===== src/rtl/dwa_element_selector.sv =====
// dwa_element_selector
//   Quantizes the wide signed noise-shaper output to a unit-element code
//   0..NUM_ELEMENTS and applies data-weighted-averaging rotation to drive
//   the unit-element DAC array. Two-stage valid/ready pipeline.
//
// Ports
//   clk_i        rising-edge clock
//   reset_i      asynchronous, active-high reset
//   data_i       signed filter output sample
//   valid_i      data_i is valid
//   ready_o      block accepts data_i this cycle (combinational from ready_i)
//   sel_o        element enable mask, bit k drives element k
//   code_o       number of enabled elements (popcount of sel_o)
//   ptr_o        DWA start pointer used for the presented word
//   sat_o        presented word was clamped
//   valid_o      sel_o/code_o/ptr_o/sat_o are valid
//   ready_i      downstream accepts the output word
//   sat_count_o  count of accepted saturated words, sticks at 0xFFFF
module dwa_element_selector #(
    parameter int IN_WIDTH     = 64,
    parameter int NUM_ELEMENTS = 16,
    parameter int SHIFT        = 12,
    localparam int PTR_W       = $clog2(NUM_ELEMENTS),
    localparam int CODE_W      = $clog2(NUM_ELEMENTS + 1)
) (
    input  logic                       clk_i,
    input  logic                       reset_i,
    input  logic signed [IN_WIDTH-1:0] data_i,
    input  logic                       valid_i,
    output logic                       ready_o,
    output logic [NUM_ELEMENTS-1:0]    sel_o,
    output logic [CODE_W-1:0]          code_o,
    output logic [PTR_W-1:0]           ptr_o,
    output logic                       sat_o,
    output logic                       valid_o,
    input  logic                       ready_i,
    output logic [15:0]                sat_count_o
);

    // Stage 1: quantized code
    logic              s1_valid;
    logic [CODE_W-1:0] s1_code;
    logic              s1_sat;

    // DWA rotation pointer
    logic [PTR_W-1:0]  ptr;

    logic in_xfer;
    logic s1_adv;

    logic signed [IN_WIDTH-1:0] q;
    logic signed [IN_WIDTH:0]   c;
    logic [CODE_W-1:0]          code_n;
    logic                       sat_n;

    logic [NUM_ELEMENTS-1:0]    therm;
    logic [2*NUM_ELEMENTS-1:0]  rot;
    logic [NUM_ELEMENTS-1:0]    sel_n;

    assign s1_adv  = s1_valid && (!valid_o || ready_i);
    assign ready_o = !s1_valid || s1_adv;
    assign in_xfer = valid_i && ready_o;

    // Quantize: shift, re-centre around NUM_ELEMENTS/2, clamp.
    // The offset add is one bit wider than the input so it cannot wrap.
    always_comb begin
        q      = data_i >>> SHIFT;
        c      = {q[IN_WIDTH-1], q} + (IN_WIDTH+1)'(NUM_ELEMENTS / 2);
        code_n = c[CODE_W-1:0];
        sat_n  = 1'b0;
        if (c[IN_WIDTH]) begin
            code_n = '0;
            sat_n  = 1'b1;
        end else if (c > (IN_WIDTH+1)'(NUM_ELEMENTS)) begin
            code_n = CODE_W'(NUM_ELEMENTS);
            sat_n  = 1'b1;
        end
    end

    // Rotate: thermometer of s1_code, rotated left by ptr. Doubling the
    // thermometer and taking the upper half of the shift gives the wrap.
    always_comb begin
        therm = '0;
        for (int unsigned i = 0; i < NUM_ELEMENTS; i++) begin
            therm[i] = (i < 32'(s1_code));
        end
        rot   = {therm, therm} << ptr;
        sel_n = rot[2*NUM_ELEMENTS-1:NUM_ELEMENTS];
    end

    always_ff @(posedge clk_i or posedge reset_i) begin
        if (reset_i) begin
            s1_valid    <= 1'b0;
            s1_code     <= '0;
            s1_sat      <= 1'b0;
            sat_count_o <= '0;
        end else begin
            if (in_xfer) begin
                s1_valid <= 1'b1;
                s1_code  <= code_n;
                s1_sat   <= sat_n;
                if (sat_n && (sat_count_o != '1)) begin
                    sat_count_o <= sat_count_o + 16'd1;
                end
            end else if (s1_adv) begin
                s1_valid <= 1'b0;
            end
        end
    end

    // Pointer advances only on a stage-2 load, so its sequence follows
    // acceptance order regardless of stalls. A full-scale code has zero
    // low bits and leaves the pointer where it was.
    always_ff @(posedge clk_i or posedge reset_i) begin
        if (reset_i) begin
            valid_o <= 1'b0;
            sel_o   <= '0;
            code_o  <= '0;
            ptr_o   <= '0;
            sat_o   <= 1'b0;
            ptr     <= '0;
        end else begin
            if (s1_adv) begin
                valid_o <= 1'b1;
                sel_o   <= sel_n;
                code_o  <= s1_code;
                ptr_o   <= ptr;
                sat_o   <= s1_sat;
                ptr     <= ptr + s1_code[PTR_W-1:0];
            end else if (ready_i) begin
                valid_o <= 1'b0;
            end
        end
    end

endmodule

===== config.mk =====
export PLATFORM = sky130hd
export DESIGN_NAME = dwa_element_selector
export DESIGN_NICKNAME = d
export VERILOG_FILES = /design/src/rtl/dwa_element_selector.sv
export SDC_FILE = /design/constraint.sdc
export NUM_CORES = 1
export LEC_CHECK = 0
export BUFFER_PORTS_ARGS = -buffer_cell sky130_fd_sc_hd__buf_2
export CORE_MARGIN = 5
export CORE_UTILIZATION = 45
export DETAILED_ROUTE_END_ITERATION = 8
export PLACE_DENSITY = 0.69
export SLEW_MARGIN = 30
export SYNTH_ARGS = -nofsm -noshare
export SYNTH_HDL_FRONTEND = slang
export SYNTH_SLANG_ARGS = --single-unit

===== constraint.sdc =====
create_clock -name clk_i -period 2.8 [get_ports clk_i]
set_input_delay 0.14 -clock clk_i [delete_from_list [all_inputs] [get_ports clk_i]]
set_output_delay 0.14 -clock clk_i [all_outputs]
set_load 0.03 [all_outputs]

; ---- Word level (Yosys, flattened, before mapping)
; Index checks and enable logic that the tools add are counted.
[classes]
add_sub_neg = 3
magnitude_cmp = 17
eq_ne = 1
shifts = 1
n_mux = 8
n_reduce_logical = 10
[ops]
columns = cell, count
row1 = $add A52 B5 Y53 const B, 1
row2 = $gt A53 B6 Y1 const B, 1
row3 = $lt A4 B5 Y1 const A, 8
row4 = $shl A32 B4 Y32, 1
row5 = $lt A3 B5 Y1 const A, 4
row6 = $add A16 B1 Y16 const B, 1
row7 = $ne A16 B16 Y1 const B, 1
row8 = $lt A1 B5 Y1 const A, 2
row9 = $lt A2 B5 Y1 const A, 2
row10 = $mux W5, 2
row11 = $mux W1, 6
row12 = $add A4 B4 Y4, 1
row13 = $reduce_bool A2 Y1, 2
row14 = $logic_and A1 B1 Y1, 3
row15 = $logic_not A1 Y1, 2
row16 = $logic_or A1 B1 Y1, 2
row17 = $reduce_and A2 Y1, 1
[word_totals]
reg_bits = 54
input_bits = 68
out_inout_bits = 44
wordCells = 50

; ---- Logic depth before layout (Yosys ltp)
; Gate-level depths: netlist (run 1).
[logic_depth]
ltp_word = 6
depth_mapped = 14
mapped_depth_nobuf = 11

; ---- Worst setup path after synthesis (run 1)
; OpenSTA, ideal clock, no wires.
[synth_path]
path_type = input -> register
from = input data_i[47]
to = register sat_count_o[1]
setup_time_ps = 125
arrival_time_ps = 2975
required_time_ps = 2675
path_slack_ps = -300
stages = 11
path_buffers = 1
cell_sequence = clkbuf_2 > nand4_2 > or4_1 > nor4_4 > xnor2_1 > or4_1 > nor4_1 > nand4b_1 > a21oi_2 > a311o_1 > mux2_2
[synth_between]
elab_chain_cells = 6
[synth_rtl]
columns = item, line_no
row1 = "start, declared", 28  ; input logic signed [IN_WIDTH-1:0] data_i,
row2 = $add A52 B5 Y53 *, 68  ; c = {q[IN_WIDTH-1], q} + (IN_WIDTH+1)'(NUM_ELEMENTS / 2);
row3 = $gt A53 B6 Y1, 74  ; end else if (c > (IN_WIDTH+1)'(NUM_ELEMENTS)) begin
row4 = $mux W1, 74
row5 = $mux W1 *, 71  ; if (c[IN_WIDTH]) begin
row6 = $logic_and A1 B1 Y1 *, 102  ; if (sat_n && (sat_count_o != '1)) begin
row7 = $reduce_and A2 Y1 (no line) *, -
row8 = "end signal, assigned", 103  ; sat_count_o <= sat_count_o + 16'd1;
row9 = "end, declared", 37  ; output logic [15:0] sat_count_o
; Mark *: on every way between the ends. The rest lies on a longest branch, timed or not.
; A chain may end at the register's enable or synchronous reset.

; ---- Worst setup path in the final report (run 1)
[layout_path]
from = input data_i[18]
to = register sat_count_o[1]
; Same word-level chain as after synthesis.

==> metrics.md, run 1 <==
| Metric | Value |
|---|---|
| Static leakage | 2.76 nW |
| Layout net count | 798 |
| Core area | 9240 um^2 |
| IR drop worst, VDD | 0.419 mV |
| Final Skew | 9.14 ps |
| Clock Latency Late Sink | 310 ps |
| Fillers | 777 |
| GRT Total Usage | 0.228 |
| Final period util | 0.987 |
| Largest net degree at the start of global routing | 30 |
| Synth Net Count | 608 |
| Die Width | 108 um |
| Status | finished clean |
| Diode count | 0 |
| GP Congestion | 0.995 |
| Syn Area/Cell | 8.02 um^2 |
| YS warnings | 0 |
| Cts bufs inserted | 5 |
| First-pass GRT wire length | 22,000 um |
| Initial antenna violation count | 0 |
| Area share of the largest cell type after synthesis | 0.316 |
| Hold WC Path Type | input port to register |
| Final Non-Filler Cells | 854 |
| Row count | 35 |
| Avg WL per Cell | 16.0 um |
| Critical path class | input port to register |
| Final hold violations | 0 |
| Max-slew violation count | 0 |
| Vias in the first global route | 4,671 |
| Initial core utilization | 0.463 |
| Min-delay src | valid_i |
| Post-synth top cells | nand2_1, dfrtp_1, o21ai_0 |
| # H-tree levels | 2 |
| Crit. Startpoint | data_i[18] |
| Final wirelength | 13,600 um |
| Clock-pin slew of the registers on the worst-case setup and hold paths | 100 ps |
| Hold slack | 71.7 ps |
| Power Total | 2.67 mW |
| CP endpoint kind | register |
| Async set or reset register ratio after synthesis | 1.00 |
| Ports | 112 |
| Post-synth EDFFs | 0 |
| Setup crit start kind | input port |
| Final setup fails | 0 |
| Buffers on Ports | 99 |
| Reg2reg start | s1_code[0] |
| Slew @ Worst Pin | 834 ps |
| Max-Cap Viols | 0 |
| Cell count after synthesis | 534 |
| Count leader, synth | nand2_1 |
| PnR worst setup slack | 35.3 ps |
| Fmax | 362 MHz |
| Total grt overflow | 0 |
| Post-route cell area | 6100 um^2 |
| # placed instances | 833 |
| Worst Setup Slack post-DPL | -440 ps |
| DRC | 0 |
| Die span in y | 108 um |
| DR vias/cell | 5.71 |
| Clock sinks | 54 |
| CP max FO | 4 |
| Iteration-0 DRC Markers | 317 |
| Dpl hpwl | 10,500 um |
| Final ANT Viol Nets | 0 |
| Crit path DAT | 2960 ps |
| Crit path time final | 2760 ps |
| Synthesis-to-finish area growth | 42.5% |
| WP data required | 3000 ps |
| Register area share after synthesis | 0.316 |
| Slew HR | 0.444 |
| Final Util | 0.660 |
| Setup TNS | 0 ps |
| Post-Syn Area | 4280 um^2 |
| Via count | 4,876 |
| Share of cells above drive strength 1 | 0.383 |
| RSZ-0062 raised after global routing | true |
| Post-synth top area cell | dfrtp_1 |
| CTS tree | built |
| Bufs on Longest Clock Path | 2 |
| CTS root buf | clkbuf_8 |
| FF+latch count, synth | 54 |
| First drt pass iteration count | 5 |
| Cell variety after synth | 60 |
| PwrDens | 437 nW/um^2 |
| Area contributors post-synth | dfrtp_1, o21ai_0, nand2_1 |
| Placed Area | 5610 um^2 |
| Ys flop type | dfrtp_1 |
| Die Area | 11,600 um^2 |
==> worst paths after layout <==
path | to | slack, ps | cells after the start
setup / recovery | sat_count_o[1] | 40 | 12
hold / removal | s1_valid | 70 | 2
setup reg to reg | sel_o[15] | 400 | 7
hold reg to reg | code_o[2] | 480 | 2
max in group asynchronous | s1_code[1] | 1640 | 4
min in group asynchronous | ptr_o[0] | 400 | 3
==> area by class of cell <==
type,count,area [um^2],share of cell area
clock buffer,6,82.6,0.0135
clock inverter,2,12.5,0.00205
inverter,14,52.6,0.00861
multi-input combinational,437,3000,0.492
sequential,54,1350,0.221
tap,129,161,0.0265
timing repair buffer,212,1440,0.236
==> logic make-up after synthesis <==
group / synth area share
fa+ha+maj: 0.0286
flops: 0.316
mux: 0.0587
xor+xnor: 0.0573
simple gates: 0.325
compound gates: 0.169
buf+inv: 0.0459
==> sequential cells by signal (all words and copies together), names as in the netlist <==
register,count
sat_o,1
sel_o,16
ptr_o,4
code_o,5
s1_sat,1
valid_o,1
s1_valid,1
ptr,4
s1_code,5
sat_count_o,16
==> what timing repair did <==
| item | in CTS | in global routing |
|---|---|---|
| setup buffers | 6 | 5 |
| resized for setup | 17 | 41 |
| endpoints found under the setup margin | 11 | 18 |
| hold buffers | 1 | 0 |
| hold endpoints to repair | 25 | 0 |
| gates cloned | 1 | 1 |
| pin swaps | 13 | 22 |
==> critical path, stage by stage <==
cell and delay [ps]:
buf_6 80, nand4_4 110, or4_4 570, buf_6 140
or4_1 500, o21ai_1 90, nand4_1 140, nor3_2 220
nand4b_1 200, a21oi_4 240, a311o_1 210, mux2_4 310
==> cell usage in the layout (no fill, tap or decap), types with 11 or more instances in the layout <==
cell     netlist  layout
a21oi_1       24      23
buf_2          2      89
buf_4          1     109
dfrtp_1       54      54
inv_1         13      12
mux2i_1       12      12
nand2_1       64      63
nand3_1       26      21
nand4_1       26      26
nor2_1        36      35
nor3_1        25      20
nor4_1        18      11
o21ai_0       51      46
xor2_1        18      18
==> layer usage <==
layer  wire (um)  GRT usage
met1        6170      0.312
met2        6620      0.388
met3         732     0.0366
met4         104     0.0307
met5           0          0
==> power by group <==
part / switching [mW] / leakage [nW] / total (mW) / internal (mW)
registers: 0.179 / 0.684 / 1.10 / 0.921
logic: 0.688 / 2.03 / 1.11 / 0.418
clock network: 0.262 / 0.0472 / 0.461 / 0.200
No activity file was read; power rests on OpenSTA's default activity.
==> inputs of run 2 (changes only) <==
CELL_PAD_IN_SITES_DETAIL_PLACEMENT = 1   (was unset)
CELL_PAD_IN_SITES_GLOBAL_PLACEMENT = 1   (was unset)
CORE_UTILIZATION = 39   (was 45)
PLACE_DENSITY = 0.8   (was 0.69)
==> run 2 against run 1 <==
The run now ends with negative setup slack left. Die area rose by 14%. Cell count increased by 1.3%. Sequential power hardly changed. Via count increased by 3.0%. Combinational power grew 4%. Sequential share of layout area fell by 0.068 points. Non-clock buffer count up 1. Sequential cell count unchanged. Critical path type unchanged. Critical endpoint unchanged. Highest routed layer unchanged.
==> metrics.md, run 2 (synthesized netlist as in run 1, its figures left out) <==
| Metric | Value |
|---|---|
| PnR worst setup slack | -76.9 ps (was 35.3 ps) |
| Fmax | 348 MHz (was 362 MHz) |
| Sw Share | 0.405 (was 0.423) |
| WP data required | 3000 ps (about the same) |
| Initial antenna violation count | 0 (unchanged) |
| Clock power frac | 0.224 (was 0.173) |
| Iteration-0 DRC Markers | 261 (was 317) |
| PwrDens | 475 nW/um^2 (was 437 nW/um^2) |
| Top Registers | sat_count_o x16, sel_o x16 (unchanged) |
| Final ANT Viol Nets | 0 (unchanged) |
| CTS tree | built (unchanged) |
| Failing checks | negative setup slack |
| Largest net degree at the start of global routing | 55 (was 30) |
| Crit path time final | 2880 ps (was 2760 ps) |
| Dpl hpwl | 12,700 um (was 10,500 um) |
| Clock sinks | 54 (unchanged) |
| Avg WL per Cell | 19.3 um (was 16.0 um) |
| GRT Total Usage | 0.249 (was 0.228) |
| Final Skew | 14.0 ps (was 9.14 ps) |
| P_sw | 1.18 mW (was 1.13 mW) |
| Buffers on Ports | 99 (unchanged) |
| First-pass GRT wire length | 26,700 um (was 22,000 um) |
| Bufs on Longest Clock Path | 2 (unchanged) |
| Hold slack | 70.4 ps (was 71.7 ps) |
| Die span in y | 115 um (was 108 um) |
| Core area | 10,800 um^2 (was 9240 um^2) |
| RSZ-0062 raised after global routing | true (unchanged) |
| R2R cell count | 7 (unchanged) |
| Critical path class | input port to register (unchanged) |
| Vias in the first global route | 5,442 (was 4,671) |
| # H-tree levels | 2 (unchanged) |
| Setup TNS | -449 ps (was 0 ps) |
| Most common cell after layout, fill and taps aside | buf_4 (unchanged) |
| Share of cells above drive strength 1 | 0.377 (was 0.383) |
| Slew @ Worst Pin | 852 ps (was 834 ps) |
| Worst Hold Path Cells | 2 (unchanged) |
| GP Congestion | 0.903 (was 0.995) |
| Clock Latency Late Sink | 310 ps (about the same) |
| Slew HR | 0.432 (was 0.444) |
| Max-slew violation count | 0 (unchanged) |
| Layout net count | 798 (unchanged) |
| DRC | 0 (unchanged) |
| Status | finished with violations (was finished clean) |
| Row count | 38 (was 35) |
| Static leakage | 2.79 nW (was 2.76 nW) |
| Register-to-register path setup slack | 350 ps (was 400 ps) |
| Hold WC Path Type | input port to register (unchanged) |
| Sequential share of power | 0.382 (was 0.412) |
| Synthesis-to-finish area growth | 43.0% (was 42.5%) |
| Commonest non-fill, non-tap cells in the layout | buf_4, buf_2, nand2_1 (unchanged) |
| IR drop worst, VDD | 0.372 mV (was 0.419 mV) |
| Ports | 112 (unchanged) |
| DR vias/cell | 5.81 (was 5.71) |
| Final period util | 1.03 (was 0.987) |
| Comb pwr share | 0.394 (was 0.415) |
| Final setup fails | 13 (was 0) |
| CP endpoint kind | register (unchanged) |
| Max-Cap Viols | 0 (unchanged) |
| First drt pass iteration count | 4 (was 5) |
| Crit path DAT | 3080 ps (was 2960 ps) |
| Clock-pin slew of the registers on the worst-case setup and hold paths | 110 ps (was 100 ps) |
| Die Width | 115 um (was 108 um) |
| CTS root buf | clkbuf_8 (unchanged) |
| Final hold violations | 0 (unchanged) |
| Initial core utilization | 0.397 (was 0.463) |
| Cts bufs inserted | 5 (unchanged) |
| Die Area | 13,200 um^2 (was 11,600 um^2) |
| Min-delay src | valid_i (unchanged) |
| Pint | 1.73 mW (was 1.54 mW) |
| Diode count | 0 (unchanged) |
| CP max FO | 4 (unchanged) |
| Worst Hold Path EP | s1_valid (unchanged) |
| Setup crit start kind | input port (unchanged) |
| Final Util | 0.567 (was 0.660) |
| Total grt overflow | 0 (unchanged) |
| Reg2reg start | ptr[0] (was s1_code[0]) |
| Final wirelength | 16,700 um (was 13,600 um) |
| Via count | 5,024 (was 4,876) |
| R2r endpoint | sel_o[3] (was sel_o[15]) |
run 2: cell count changes in the layout (fill, tap and decap cells not counted), sizes merged:
cell	change
buf	+1
bufinv	+2
clkinv	-1
clkinvlp	-1
or3	-1
run 2: critical path: stages:
cell	delay, ps
buf_6	70
nand4_1	120
or4_4	560
buf_6	150
nor4_4	250
xnor2_1	90
or4_1	400
nor4_1	300
nand4b_1	240
a21oi_4	210
a311o_1	230
mux2_4	320
run 2: what timing repair did:
action | in CTS | in global routing
gates cloned | 1 | 0
buffers inserted | 11 | 2
resized for setup | 33 | 26
hold endpoints to repair | 54 | 0
pin swaps | 17 | 16
hold buffers | 1 | 0
endpoints found under the setup margin | 15 | 21
run 2: worst max-delay path by stage:
| stage | start | endpoint | slack, ps | depth (start not counted) |
|---|---|---|---|---|
| 4_1_cts | data_i[47] | sat_count_o[1] | -40 | 12 |
| 5_1_grt | data_i[33] | sat_count_o[1] | -200 | 13 |
| 3_3_place_gp | data_i[15] | sat_count_o[12] | -400 | 17 |
| 3_5_place_dp | data_i[15] | sat_count_o[2] | -490 | 16 |
| 6_report | data_i[43] | sat_count_o[1] | -80 | 12 |
| 2_1_floorplan | data_i[47] | sat_count_o[3] | -160 | 12 |
run 2: area by class of cell:
class,instances,area [um^2]
clock buffers,6,82.6
multi-input cells,436,2960
flip-flops and latches,54,1350
repair buffers,213,1440
clock inverters,2,60.1
fillers,1302,4670
inverters,14,55.1
well taps,140,175
run 2: metrics by stage:
stage | area [um^2] | total power, mW | setup slack, ps | cells
2_1_floorplan | 4370 | 1.77 | -160 | 534
3_3_place_gp | 5610 | 2.15 | -402 | 843
3_5_place_dp | 5610 | 2.22 | -495 | 843
4_1_cts | 6000 | 2.88 | -37.8 | 864
5_1_grt | 6120 | 3.06 | -204 | 865
6_report | 6120 | 2.91 | -76.9 | 865
run 2: power by group through the flow:
stage / logic, mW / clock network [mW] / registers [mW]
final: 1.15 / 0.652 / 1.11
after global routing: 1.24 / 0.689 / 1.13
after CTS: 1.12 / 0.657 / 1.10
after detailed placement: 1.10 / 0 / 1.12
after global placement: 1.04 / 0 / 1.10
after floorplan: 0.474 / 0 / 1.30
run 2: layer usage:
| metal | vias up | global-route usage | wire length, um |
|---|---|---|---|
| met5 | - | 0 | 0 |
| met4 | 0 | 0.0822 | 572 |
| met3 | 46 | 0.0258 | 647 |
| met2 | 144 | 0.473 | 8780 |
| met1 | 2467 | 0.290 | 6670 |
| li1 | 2367 | - | - |
